### config.mk
export PLATFORM = sky130hd
export DESIGN_NAME = bsg_dmc_axi_bridge
export DESIGN_NICKNAME = d
export VERILOG_FILES = /design/src/rtl/bsg_dmc_axi_bridge.sv
export SDC_FILE = /design/constraint.sdc
export NUM_CORES = 1
export LEC_CHECK = 0
export ABC_CLOCK_PERIOD_IN_PS = 5500
export CAP_MARGIN = 20
export CORE_MARGIN = 2
export CORE_UTILIZATION = 51
export DETAILED_ROUTE_END_ITERATION = 10
export PLACE_DENSITY = 0.86
export SLEW_MARGIN = 20
export SYNTH_ARGS = -nofsm -noshare
export SYNTH_HDL_FRONTEND = slang
export SYNTH_SLANG_ARGS = --single-unit
### constraint.sdc
create_clock -name clk_i -period 5.5 [get_ports clk_i]
set_input_delay 0.55 -clock clk_i [delete_from_list [all_inputs] [get_ports clk_i]]
set_output_delay 0.55 -clock clk_i [all_outputs]
set_load 0.02 [all_outputs]
### src/rtl/bsg_dmc_axi_bridge.sv
// rtl/bsg_dmc_axi_bridge.sv - DMC command/write/read FIFOs to AXI4 master bridge with per-bank row tracking
// Optional feature macro: BSG_DMC_AXI_RESP_CHECK_EN (flag non-OKAY B/R responses and misplaced rlast)

module bsg_dmc_axi_bridge_len_fifo #(
    parameter int els_p   = 4,
    parameter int width_p = 8
) (
    input  logic               clk_i,
    input  logic               reset_i,
    input  logic               v_i,
    input  logic [width_p-1:0] data_i,
    input  logic               yumi_i,
    output logic               v_o,
    output logic [width_p-1:0] data_o
);
    localparam int ptr_w_lp = (els_p > 1) ? $clog2(els_p) : 1;
    localparam int cnt_w_lp = $clog2(els_p + 1);

    logic [width_p-1:0]  mem_q [els_p];
    logic [ptr_w_lp-1:0] wptr_q, rptr_q;
    logic [cnt_w_lp-1:0] cnt_q;
    logic                push, pop;

    assign v_o    = (cnt_q != '0);
    assign data_o = mem_q[rptr_q];
    assign push   = v_i && (cnt_q != cnt_w_lp'(els_p));
    assign pop    = yumi_i && v_o;

    function automatic logic [ptr_w_lp-1:0] next_ptr(input logic [ptr_w_lp-1:0] p);
        return (p == ptr_w_lp'(els_p - 1)) ? '0 : p + 1'b1;
    endfunction

    always_ff @(posedge clk_i) begin
        if (reset_i) begin
            wptr_q <= '0;
            rptr_q <= '0;
            cnt_q  <= '0;
        end else begin
            if (push) begin
                mem_q[wptr_q] <= data_i;
                wptr_q        <= next_ptr(wptr_q);
            end
            if (pop) begin
                rptr_q <= next_ptr(rptr_q);
            end
            cnt_q <= cnt_q + cnt_w_lp'(push) - cnt_w_lp'(pop);
        end
    end
endmodule

module bsg_dmc_axi_bridge #(
    parameter int dq_data_width_p   = 32,
    parameter int axi_id_width_p    = 6,
    parameter int axi_addr_width_p  = 32,
    parameter int axi_data_width_p  = 64,
    parameter int bank_width_p      = 3,
    parameter int row_width_p       = 14,
    parameter int col_width_p       = 10,
    parameter int max_outstanding_p = 4
) (
    input  logic                            clk_i,
    input  logic                            reset_i,

    input  logic                            cmd_v_i,
    input  logic [bank_width_p+16+7-1:0]    cmd_data_i,
    output logic                            cmd_ready_o,

    input  logic                            wr_v_i,
    input  logic [2*dq_data_width_p+2*dq_data_width_p/8-1:0] wr_data_i,
    output logic                            wr_ready_o,

    output logic                            rd_v_o,
    output logic [2*dq_data_width_p-1:0]    rd_data_o,
    input  logic                            rd_yumi_i,

    output logic [axi_id_width_p-1:0]       axi_awid_o,
    output logic [axi_addr_width_p-1:0]     axi_awaddr_o,
    output logic [7:0]                      axi_awlen_o,
    output logic [2:0]                      axi_awsize_o,
    output logic [1:0]                      axi_awburst_o,
    output logic                            axi_awvalid_o,
    input  logic                            axi_awready_i,

    output logic [axi_data_width_p-1:0]     axi_wdata_o,
    output logic [axi_data_width_p/8-1:0]   axi_wstrb_o,
    output logic                            axi_wlast_o,
    output logic                            axi_wvalid_o,
    input  logic                            axi_wready_i,

    input  logic [axi_id_width_p-1:0]       axi_bid_i,
    input  logic [1:0]                      axi_bresp_i,
    input  logic                            axi_bvalid_i,
    output logic                            axi_bready_o,

    output logic [axi_id_width_p-1:0]       axi_arid_o,
    output logic [axi_addr_width_p-1:0]     axi_araddr_o,
    output logic [7:0]                      axi_arlen_o,
    output logic [2:0]                      axi_arsize_o,
    output logic [1:0]                      axi_arburst_o,
    output logic                            axi_arvalid_o,
    input  logic                            axi_arready_i,

    input  logic [axi_id_width_p-1:0]       axi_rid_i,
    input  logic [axi_data_width_p-1:0]     axi_rdata_i,
    input  logic [1:0]                      axi_rresp_i,
    input  logic                            axi_rlast_i,
    input  logic                            axi_rvalid_i,
    output logic                            axi_rready_o,

    output logic                            error_o
);
    localparam int dqw_lp      = 2 * dq_data_width_p;
    localparam int maskw_lp    = dqw_lp / 8;
    localparam int wr_w_lp     = dqw_lp + maskw_lp;
    localparam int ratio_lp    = axi_data_width_p / dqw_lp;
    localparam int ratio_lg_lp = $clog2(ratio_lp);
    localparam int pk_w_lp     = $clog2(ratio_lp + 1);
    localparam int cmd_w_lp    = bank_width_p + 16 + 7;
    localparam int bank_els_lp = 1 << bank_width_p;
    localparam int cnt_w_lp    = $clog2(max_outstanding_p + 1);
    localparam int bytes_lp    = dq_data_width_p / 8;
    localparam int lin_w_lp    = bank_width_p + row_width_p + col_width_p + $clog2(bytes_lp);
    localparam int addr_w_lp   = (lin_w_lp > axi_addr_width_p) ? lin_w_lp : axi_addr_width_p;

    // Command field decode
    logic [bank_width_p-1:0] c_bank;
    logic [15:0]             c_addr;
    logic [3:0]              c_op;
    logic is_act, is_pre, is_rd, is_wr, is_mrs, bank_open, mrs_code_ok;

    assign c_bank      = cmd_data_i[cmd_w_lp-1 -: bank_width_p];
    assign c_addr      = cmd_data_i[22:7];
    assign c_op        = cmd_data_i[5:2];
    assign is_act      = (c_op == 4'b0011);
    assign is_pre      = (c_op == 4'b0010);
    assign is_rd       = (c_op == 4'b0101);
    assign is_wr       = (c_op == 4'b0100);
    assign is_mrs      = (c_op == 4'b0000);
    assign mrs_code_ok = (c_addr[2:0] >= 3'b001) && (c_addr[2:0] <= 3'b100);

    logic [row_width_p-1:0] row_q [bank_els_lp];
    logic [bank_els_lp-1:0] open_q;
    logic [4:0]             bl_q;
    logic                   error_q, error_d;
    logic [cnt_w_lp-1:0]    rd_cnt_q, rd_cnt_d, wr_cnt_q, wr_cnt_d;

    assign bank_open = open_q[c_bank];

    logic [addr_w_lp-1:0] addr_full;
    logic [4:0]           beats;
    logic [7:0]           burst_len;

    assign addr_full = addr_w_lp'({c_bank, row_q[c_bank], c_addr[col_width_p-1:0]}) * addr_w_lp'(bytes_lp);
    assign beats     = bl_q >> (ratio_lg_lp + 1);
    assign burst_len = (beats == 5'd0) ? 8'd0 : 8'(beats - 5'd1);

    logic rd_room, wr_room, ar_hs, aw_hs;
    assign rd_room = (rd_cnt_q != cnt_w_lp'(max_outstanding_p));
    assign wr_room = (wr_cnt_q != cnt_w_lp'(max_outstanding_p));

    assign axi_arid_o    = '0;
    assign axi_araddr_o  = addr_full[axi_addr_width_p-1:0];
    assign axi_arlen_o   = burst_len;
    assign axi_arsize_o  = 3'($clog2(axi_data_width_p / 8));
    assign axi_arburst_o = 2'b01;
    assign axi_arvalid_o = cmd_v_i && is_rd && bank_open && rd_room;

    assign axi_awid_o    = '0;
    assign axi_awaddr_o  = addr_full[axi_addr_width_p-1:0];
    assign axi_awlen_o   = burst_len;
    assign axi_awsize_o  = 3'($clog2(axi_data_width_p / 8));
    assign axi_awburst_o = 2'b01;
    assign axi_awvalid_o = cmd_v_i && is_wr && bank_open && wr_room;

    assign ar_hs = axi_arvalid_o && axi_arready_i;
    assign aw_hs = axi_awvalid_o && axi_awready_i;

    // RD/WR to an open bank wait for the AXI handshake; everything else drains at once
    always_comb begin
        cmd_ready_o = 1'b1;
        if (is_rd && bank_open) begin
            cmd_ready_o = axi_arready_i && rd_room;
        end else if (is_wr && bank_open) begin
            cmd_ready_o = axi_awready_i && wr_room;
        end
    end

    // Write path: length FIFO plus SIPO packing FIFO words into W beats
    logic                          wlen_v;
    logic [7:0]                    wlen_data, wbeat_q;
    logic [axi_data_width_p-1:0]   sipo_data_q;
    logic [axi_data_width_p/8-1:0] sipo_strb_q;
    logic [pk_w_lp-1:0]            sipo_cnt_q;
    logic                          sipo_full, wr_hs, w_hs;

    assign sipo_full    = (sipo_cnt_q == pk_w_lp'(ratio_lp));
    assign wr_ready_o   = !sipo_full;
    assign wr_hs        = wr_v_i && wr_ready_o;
    assign axi_wvalid_o = sipo_full && wlen_v;
    assign axi_wdata_o  = sipo_data_q;
    assign axi_wstrb_o  = sipo_strb_q;
    assign axi_wlast_o  = (wbeat_q == wlen_data);
    assign w_hs         = axi_wvalid_o && axi_wready_i;

    bsg_dmc_axi_bridge_len_fifo #(.els_p(max_outstanding_p), .width_p(8)) wlen_fifo (
        .clk_i   (clk_i),
        .reset_i (reset_i),
        .v_i     (aw_hs),
        .data_i  (burst_len),
        .yumi_i  (w_hs && axi_wlast_o),
        .v_o     (wlen_v),
        .data_o  (wlen_data)
    );

    logic b_hs, b_done;
    assign axi_bready_o = 1'b1;
    assign b_hs         = axi_bvalid_i && axi_bready_o;
    assign b_done       = b_hs && (wr_cnt_q != '0);

    // Read path: beat counter against the length FIFO, PISO unpacks low word first
    logic                        rlen_v, r_hs, r_final, r_done;
    logic [7:0]                  rlen_data, rbeat_q;
    logic [axi_data_width_p-1:0] piso_q;
    logic [pk_w_lp-1:0]          piso_cnt_q;

    assign axi_rready_o = (piso_cnt_q == '0);
    assign r_hs         = axi_rvalid_i && axi_rready_o;
    assign r_final      = (rbeat_q == rlen_data);
    assign r_done       = r_hs && rlen_v && r_final;
    assign rd_v_o       = (piso_cnt_q != '0);
    assign rd_data_o    = piso_q[dqw_lp-1:0];

    bsg_dmc_axi_bridge_len_fifo #(.els_p(max_outstanding_p), .width_p(8)) rlen_fifo (
        .clk_i   (clk_i),
        .reset_i (reset_i),
        .v_i     (ar_hs),
        .data_i  (burst_len),
        .yumi_i  (r_done),
        .v_o     (rlen_v),
        .data_o  (rlen_data)
    );

    assign rd_cnt_d = rd_cnt_q + cnt_w_lp'(ar_hs) - cnt_w_lp'(r_done);
    assign wr_cnt_d = wr_cnt_q + cnt_w_lp'(aw_hs) - cnt_w_lp'(b_done);

    always_comb begin
        error_d = error_q;
        if (cmd_v_i && is_mrs && !mrs_code_ok) error_d = 1'b1;
        if (cmd_v_i && (is_rd || is_wr) && !bank_open) error_d = 1'b1;
`ifdef BSG_DMC_AXI_RESP_CHECK_EN
        if (b_hs && (axi_bresp_i != 2'b00)) error_d = 1'b1;
        if (r_hs && ((axi_rresp_i != 2'b00) || !rlen_v || (axi_rlast_i != r_final))) error_d = 1'b1;
`endif
    end

    assign error_o = error_q;

    always_ff @(posedge clk_i) begin
        if (reset_i) begin
            open_q      <= '0;
            bl_q        <= 5'd8;
            error_q     <= 1'b0;
            rd_cnt_q    <= '0;
            wr_cnt_q    <= '0;
            wbeat_q     <= '0;
            rbeat_q     <= '0;
            sipo_data_q <= '0;
            sipo_strb_q <= '0;
            sipo_cnt_q  <= '0;
            piso_q      <= '0;
            piso_cnt_q  <= '0;
        end else begin
            error_q  <= error_d;
            rd_cnt_q <= rd_cnt_d;
            wr_cnt_q <= wr_cnt_d;

            if (cmd_v_i && is_act) begin
                row_q[c_bank]  <= c_addr[row_width_p-1:0];
                open_q[c_bank] <= 1'b1;
            end
            if (cmd_v_i && is_pre) begin
                if (c_addr[10]) open_q <= '0;
                else            open_q[c_bank] <= 1'b0;
            end
            if (cmd_v_i && is_mrs) begin
                case (c_addr[2:0])
                    3'b001:  bl_q <= 5'd2;
                    3'b010:  bl_q <= 5'd4;
                    3'b011:  bl_q <= 5'd8;
                    3'b100:  bl_q <= 5'd16;
                    default: bl_q <= bl_q;
                endcase
            end

            if (wr_hs) begin
                for (int i = 0; i < ratio_lp; i++) begin
                    if (sipo_cnt_q == pk_w_lp'(i)) begin
                        sipo_data_q[i*dqw_lp +: dqw_lp]     <= wr_data_i[wr_w_lp-1 -: dqw_lp];
                        sipo_strb_q[i*maskw_lp +: maskw_lp] <= wr_data_i[maskw_lp-1:0];
                    end
                end
                sipo_cnt_q <= sipo_cnt_q + 1'b1;
            end else if (w_hs) begin
                sipo_cnt_q <= '0;
            end
            if (w_hs) begin
                wbeat_q <= axi_wlast_o ? 8'd0 : wbeat_q + 8'd1;
            end

            if (r_hs) begin
                piso_q     <= axi_rdata_i;
                piso_cnt_q <= pk_w_lp'(ratio_lp);
                if (rlen_v) rbeat_q <= r_final ? 8'd0 : rbeat_q + 8'd1;
            end else if (rd_v_o && rd_yumi_i) begin
                for (int i = 0; i < ratio_lp - 1; i++) begin
                    piso_q[i*dqw_lp +: dqw_lp] <= piso_q[(i+1)*dqw_lp +: dqw_lp];
                end
                piso_cnt_q <= piso_cnt_q - 1'b1;
            end
        end
    end

    // IDs, side-band command bits and (without response checking) resp/rlast carry no meaning here
    logic unused_bits;
    assign unused_bits = ^{axi_bid_i, axi_rid_i, axi_bresp_i, axi_rresp_i, axi_rlast_i,
                           cmd_data_i, addr_full};
endmodule

==> flow_summary.toml, run 1 <==
[yosys]
netlist_instances = 1350
synth_edf_count = 152
synth-async-reset-ratio = 0
synth-xor-area-share = 0.01801
yosysUniqueCellTypes = 60
synthAdderAreaFrac = 0.02342
ys_top_cells_by_area = "edfxtp_1 32%, dfxtp_1 27%, nand2_1 8.4%, a21oi_1 5.8%, buf_4 4.5%"
synthesis.area_um2 = 14100
avgSynthCellArea_um2 = 10.45
synth.area.mux_share = 0.04977
synth-seq-cells = 343
synth_warnings = 0
synth-simple-area-share = 0.1428
netlist_top_cells_count = "314 x nand2_1, 191 x dfxtp_1, 164 x a21oi_1, 152 x edfxtp_1, 85 x buf_4"
synth.most_common_cell = "nand2_1"
yosysSeqAreaShare = 0.5948
synth_ff_type = "dfxtp_1"
synth_area_leader_cell = "edfxtp_1"
yosys.area.top_type_share = 0.3237
synth_top_family_by_area = "simple AND/OR/NAND/NOR gates"
synth-compound-area-share = 0.09813

[worst_setup_path]
reg2regPathDepth = 12
start_kind = "input pin"
r2r_end = "rd_cnt_q[2]$_SDFF_PP0_"
worst-r2r-setup-slack_ns = 2.33
critPathCaptureType = "output port"
arrival_ns = 3.18
crit_type = "input pin to output port"
crit_family = "buffers and inverters"
critPathMaxFanout = 42
max_stage_delay_ns = 0.63
path_buf_inv = 3
path_cells = "clkdlybuf4s50_1, buf_4, nor2b_1, nor2b_1, a32oi_1, nand2_1, clkdlybuf4s50_1"
slowest_stage = "clkdlybuf4s50_1"
required_ns = 4.95

[worst_hold_path]
worstHoldStart = "rd_data_o[10]$_SDFFE_PP0N_"
holdPathStages = 2
worstHoldPathType = "register to register"
holdPathEnd = "rd_data_o[10]$_SDFFE_PP0N_"

[layout]
post_layout_nonfiller_instances = 2035
fill_cells = 1906
fin_area_um2 = 18790
area_growth_pct = 33.21
nets = 1877
regArea_um2 = 8388
fin_util = 0.6951
drive_gt1_frac = 0.06457
multiInputGateArea_um2 = 4906

[clocking]
cts_made_buffers = 36
cts_resized = 0
cts_setup_buffers = 0
root_buffer = "clkbuf_16"
cts_buffer_depth = 3
h-tree-depth = 2
cts_tree = "yes"
clock-sinks = 343
path_clk_slew_ns = 0.05
clk_latency_ns = 0.51
cts_hold_buf = 0

[pwr]
p_total_mw = 5.847
vdd_drop_max_v = 0.0002672
p_leak_nw = 6.799
pwr_density_cell_nw_per_um2 = 311.3

[placement]
postPlaceCellArea_um2 = 17650
io_buffers = 373
place_inst = 1967
gp_congestion = 0.8257
hpwlAfterDp_um = 26830
place_ws_ns = 1.772

[status]
outcome = "finished clean"

[route]
ant_nets = 0
first_pass_iters = 7
drc = 0
vias_per_cell = 5.370
vias = 10928
wl_per_cell_um = 19.07
routed_wl_um = 38800
drtIter0Drc = 933

[grt]
grt_pass1_vias = 10761
grt_pass1_wl_um = 58280
grt_max_degree = 93
grtUsageTotal = 0.2595
grt-ovfl-total = 0
antenna_found_initial = 6

[timing]
grt_setup_unrepaired = "false"
fin_ws_ns = 1.773
slew_headroom = 0.3060
tightestPinTransition_ns = 1.036
drv_slew = 0
fin_hold_ws_ns = 0.4509
max_freq_mhz = 268.3
finalCritPeriodShare = 0.6776
hold_violations = 0
setup_viol = 0
period_minus_slack_ns = 3.727
finalClockSkew_ns = 0.01875
fin_tns_setup_ns = 0

[floorplanning]
initial_utilization = 0.5218
fp.dieW_um = 170.3
ios = 437
core_um2 = 27030
rows = 60
design.die.area_um2 = 29000
die_h_um = 170.3

[job]
cap_violations = 0
-- worst reg2reg max path: cells and delay by family (launching register included) --
family / cells / cell delay (ns)
xor gates and xnor gates: 3 / 0.55
adders and majority gates: 3 / 0.80
buffers and inverters: 2 / 0.11
DFF: 1 / 0.53
muxes: 1 / 0.58
and+or+nand+nor: 3 / 0.46
-- placed cells by master, fill, tap and decap left out, types with 10 or more instances in the layout --
master and n:
dfxtp_1 191, a22oi_1 10, and2_1 10, nor2b_1 11
edfxtp_1 152, conb_1 49, buf_4 14, o21ai_0 34
clkbuf_16 37, mux2i_1 24, nand4_1 11, clkdlybuf4s50_1 370
mux4_2 16, nor2_1 64, xnor2_1 20, inv_1 25
a21oi_1 164, nor3_1 15, nand3_1 10, nand2_1 313
ha_1 20
-- cells by family (layout without fill, tap and decap cells) --
group / Yosys count / after routing
simple gates: 474 / 474
flops: 343 / 343
compound gates: 245 / 245
buf+inv: 184 / 475
mux: 49 / 49
xor+xnor: 29 / 29
fa+ha+maj: 24 / 24
other cells: 2 / 55
-- power by group --
part | switching [mW] | leakage [nW] | internal, mW
clock network | 0.978 | 0.535 | 1.33
logic | 0.413 | 3.34 | 0.350
registers | 0.0447 | 2.92 | 2.73
total | 1.44 | 6.80 | 4.41
-- routing by layer --
metal / vias to the layer above / GRT usage / part of all wire
met5: - / 0 / 0
met4: 0 / 0.1033 / 0.038
met3: 90 / 0.09186 / 0.093
met2: 483 / 0.4300 / 0.49
met1: 5216 / 0.3093 / 0.38
li1: 5139 / - / -
-- worst max-delay path by stage --
stage                         from               end  slack (ns)  cells after the start
finish              cmd_data_i[25]  axi_araddr_o[17]        1.77                      7
global placement    cmd_data_i[25]  axi_araddr_o[21]        1.84                      7
floorplan           cmd_data_i[23]  axi_awaddr_o[15]        2.53                      7
CTS                 cmd_data_i[25]  axi_awaddr_o[21]        1.80                      7
global route        cmd_data_i[25]  axi_araddr_o[17]        1.68                      7
detailed placement  cmd_data_i[25]  axi_awaddr_o[21]        1.77                      7
-- sequential cells by signal (all words and copies together) (netlist names), 4 cells and up, named ones only --
| signal | flops |
|---|---|
| bl_q | 4 |
| axi_wdata_o | 64 |
| row_q | 112 |
| wlen_fifo.mem_q | 20 |
| axi_wstrb_o | 8 |
| rlen_fifo.mem_q | 20 |
| rd_data_o | 64 |
| open_q | 8 |
| rbeat_q | 8 |
| wbeat_q | 8 |
-- final cells by class --
class / count / share of cell area
flip-flops and latches: 343 / 0.4465
well taps: 341 / 0.02271
diodes: 6 / 0.0007993
clock inverters: 16 / 0.006527
clock buffers: 46 / 0.05322
multi-input cells: 870 / 0.2612
inverters: 26 / 0.005195
repair buffers: 387 / 0.2039
Power figures use the tool's default switching activity.
==> inputs of run 2 (changes only) <==
ABC_CLOCK_PERIOD_IN_PS = 3500   (was 5500)
CORE_UTILIZATION = 47   (was 51)
PLACE_DENSITY = 0.8   (was 0.86)
clock period = 3.5 ns   (was 5.5 ns; I/O delays follow)
==> run 2 against run 1 <==
Effect of this change:
- flip-flop and latch count did not move
- first-iteration DRC count fell by 4.5%
- register-to-register slack got worse by 2.1 ns
- critical endpoint is now rd_cnt_q[2]$_SDFF_PP0_
- largest power group unchanged
- highest routed layer is now met5
==> flow_summary.toml, run 2 (synthesized netlist as in run 1, its figures left out) <==
[timing]
finalCritPeriodShare = 0.9240
fin_tns_setup_ns = 0
slew_headroom = 0.3734
grt_setup_unrepaired = "false"
max_freq_mhz = 309.2
fin_hold_ws_ns = 0.1799
drv_slew = 0
hold_violations = 0
period_minus_slack_ns = 3.234
setup_viol = 0
finalClockSkew_ns = 0.01762
tightestPinTransition_ns = 0.9268

[worst_setup_path]
arrival_ns = 3.62
reg2regPathDepth = 12
worst-r2r-setup-slack_ns = 0.27
slowest_stage = "mux4_2"
max_stage_delay_ns = 0.56
required_ns = 3.89
start_kind = "register"
critPathMaxFanout = 5
path_cells = "mux4_2, mux2i_1, nand2_1, nor3_1, ha_1, inv_1, ha_1, inv_1, fa_1, xor2_1, xnor2_1, nor2_1"
critPathCaptureType = "register"
r2r_end = "rd_cnt_q[2]$_SDFF_PP0_"
crit_type = "register to register"

[layout]
final_common_cell = "clkdlybuf4s50_1"
nets = 1900
largest_reg_flops = 112
post_layout_nonfiller_instances = 2111
drive_gt1_frac = 0.07522
regMostFlops = "row_q"
layout_common_cells = "370 x clkdlybuf4s50_1, 313 x nand2_1, 191 x dfxtp_1, 164 x a21oi_1, 152 x edfxtp_1"
area_growth_pct = 35.21

[floorplanning]
ios = 437
die_h_um = 177.2
core_um2 = 29560
rows = 63
design.die.area_um2 = 31410
fp.dieW_um = 177.2
initial_utilization = 0.4771

[clocking]
h-tree-depth = 2
cts_tree = "yes"
clock-sinks = 343
root_buffer = "clkbuf_16"
cts_hold_buf = 0
cts_buffer_depth = 3
clk_latency_ns = 0.52
cts_made_buffers = 37
cts_resized = 0
cts_setup_buffers = 0
path_clk_slew_ns = 0.06

[route]
first_pass_iters = 5
routed_wl_um = 39190
vias_per_cell = 5.233
vias = 11046
drc = 0
wl_per_cell_um = 18.57
drtIter0Drc = 891
ant_nets = 0

[pwr]
pwr_density_cell_nw_per_um2 = 485.0
p_leak_nw = 6.952
vdd_drop_max_v = 0.0003854
p_total_mw = 9.247

[worst_hold_path]
worstHoldStart = "reset_i"
holdPathStages = 2
holdPathEnd = "wlen_fifo.cnt_q[2]$_SDFF_PP0_"
worstHoldPathType = "input pin to register"

[grt]
grt_pass1_vias = 10935
grt-ovfl-total = 0
grt_pass1_wl_um = 59320
grt_max_degree = 145
grtUsageTotal = 0.2426
antenna_found_initial = 6

[placement]
place_inst = 2038
hpwlAfterDp_um = 27280
gp_congestion = 0.8233
io_buffers = 373

[job]
cap_violations = 0

[status]
outcome = "finished clean"
-- run 2: critical path, delay by kind of cell, from the launching register on --
family	cells	cell delay, ns
adder cells (fa/ha/maj)	3	0.80
buffers and inverters	2	0.10
flip-flops	1	0.53
XOR/XNOR	2	0.36
AND/OR/NAND/NOR	3	0.48
multiplexers	2	0.81
-- run 2: layout make-up --
class	count	area, µm²
Clock buffer	47	1016
Tap cell	390	488.0
Antenna cell	6	15.01
Multi-Input combinational cell	870	4903
Timing Repair Buffer	409	4020
Fill cell	2288	10490
Inverter	26	97.59
Sequential cell	343	8388
Clock inverter	20	138.9
-- run 2: worst max-delay path by stage --
| stage | end | cells past startpoint | slack (ns) | from |
|---|---|---|---|---|
| 2_1_floorplan | wlen_fifo.cnt_q[2]$_SDFF_PP0_ | 13 | 0.72 | register |
| 3_3_place_gp | axi_awaddr_o[24] | 7 | 0.35 | cmd_data_i[25] |
| 3_5_place_dp | rd_cnt_q[2]$_SDFF_PP0_ | 12 | 0.29 | register |
| 4_1_cts | rd_cnt_q[2]$_SDFF_PP0_ | 12 | 0.28 | register |
| 5_1_grt | rd_cnt_q[2]$_SDFF_PP0_ | 12 | 0.02 | register |
| 6_report | rd_cnt_q[2]$_SDFF_PP0_ | 12 | 0.27 | register |
-- run 2: power breakdown --
group          switching (mW)  total [mW]  internal [mW]
Combinational           0.639        1.20          0.558
Clock                    1.56        3.70           2.14
Sequential             0.0686        4.35           4.29
-- run 2: metal layers --
| metal | vias up | part of all wire | GRT usage |
|---|---|---|---|
| met2 | 473 | 0.49 | 0.4073 |
| met3 | 75 | 0.093 | 0.07732 |
| met1 | 5294 | 0.39 | 0.2937 |
| li1 | 5200 | - | - |
| met5 | - | 0.00059 | 0 |
| met4 | 4 | 0.025 | 0.08437 |
-- run 2: through the flow --
step / setup slack (ns) / instance area (µm²) / util
4_1_cts: 0.2781 / 19050 / 0.6444
6_report: 0.2660 / 19070 / 0.6450
5_1_grt: 0.02159 / 19060 / 0.6450
2_1_floorplan: 0.7182 / 14280 / -
3_5_place_dp: 0.2871 / 17890 / 0.6053
3_3_place_gp: 0.3507 / 17890 / 0.6053
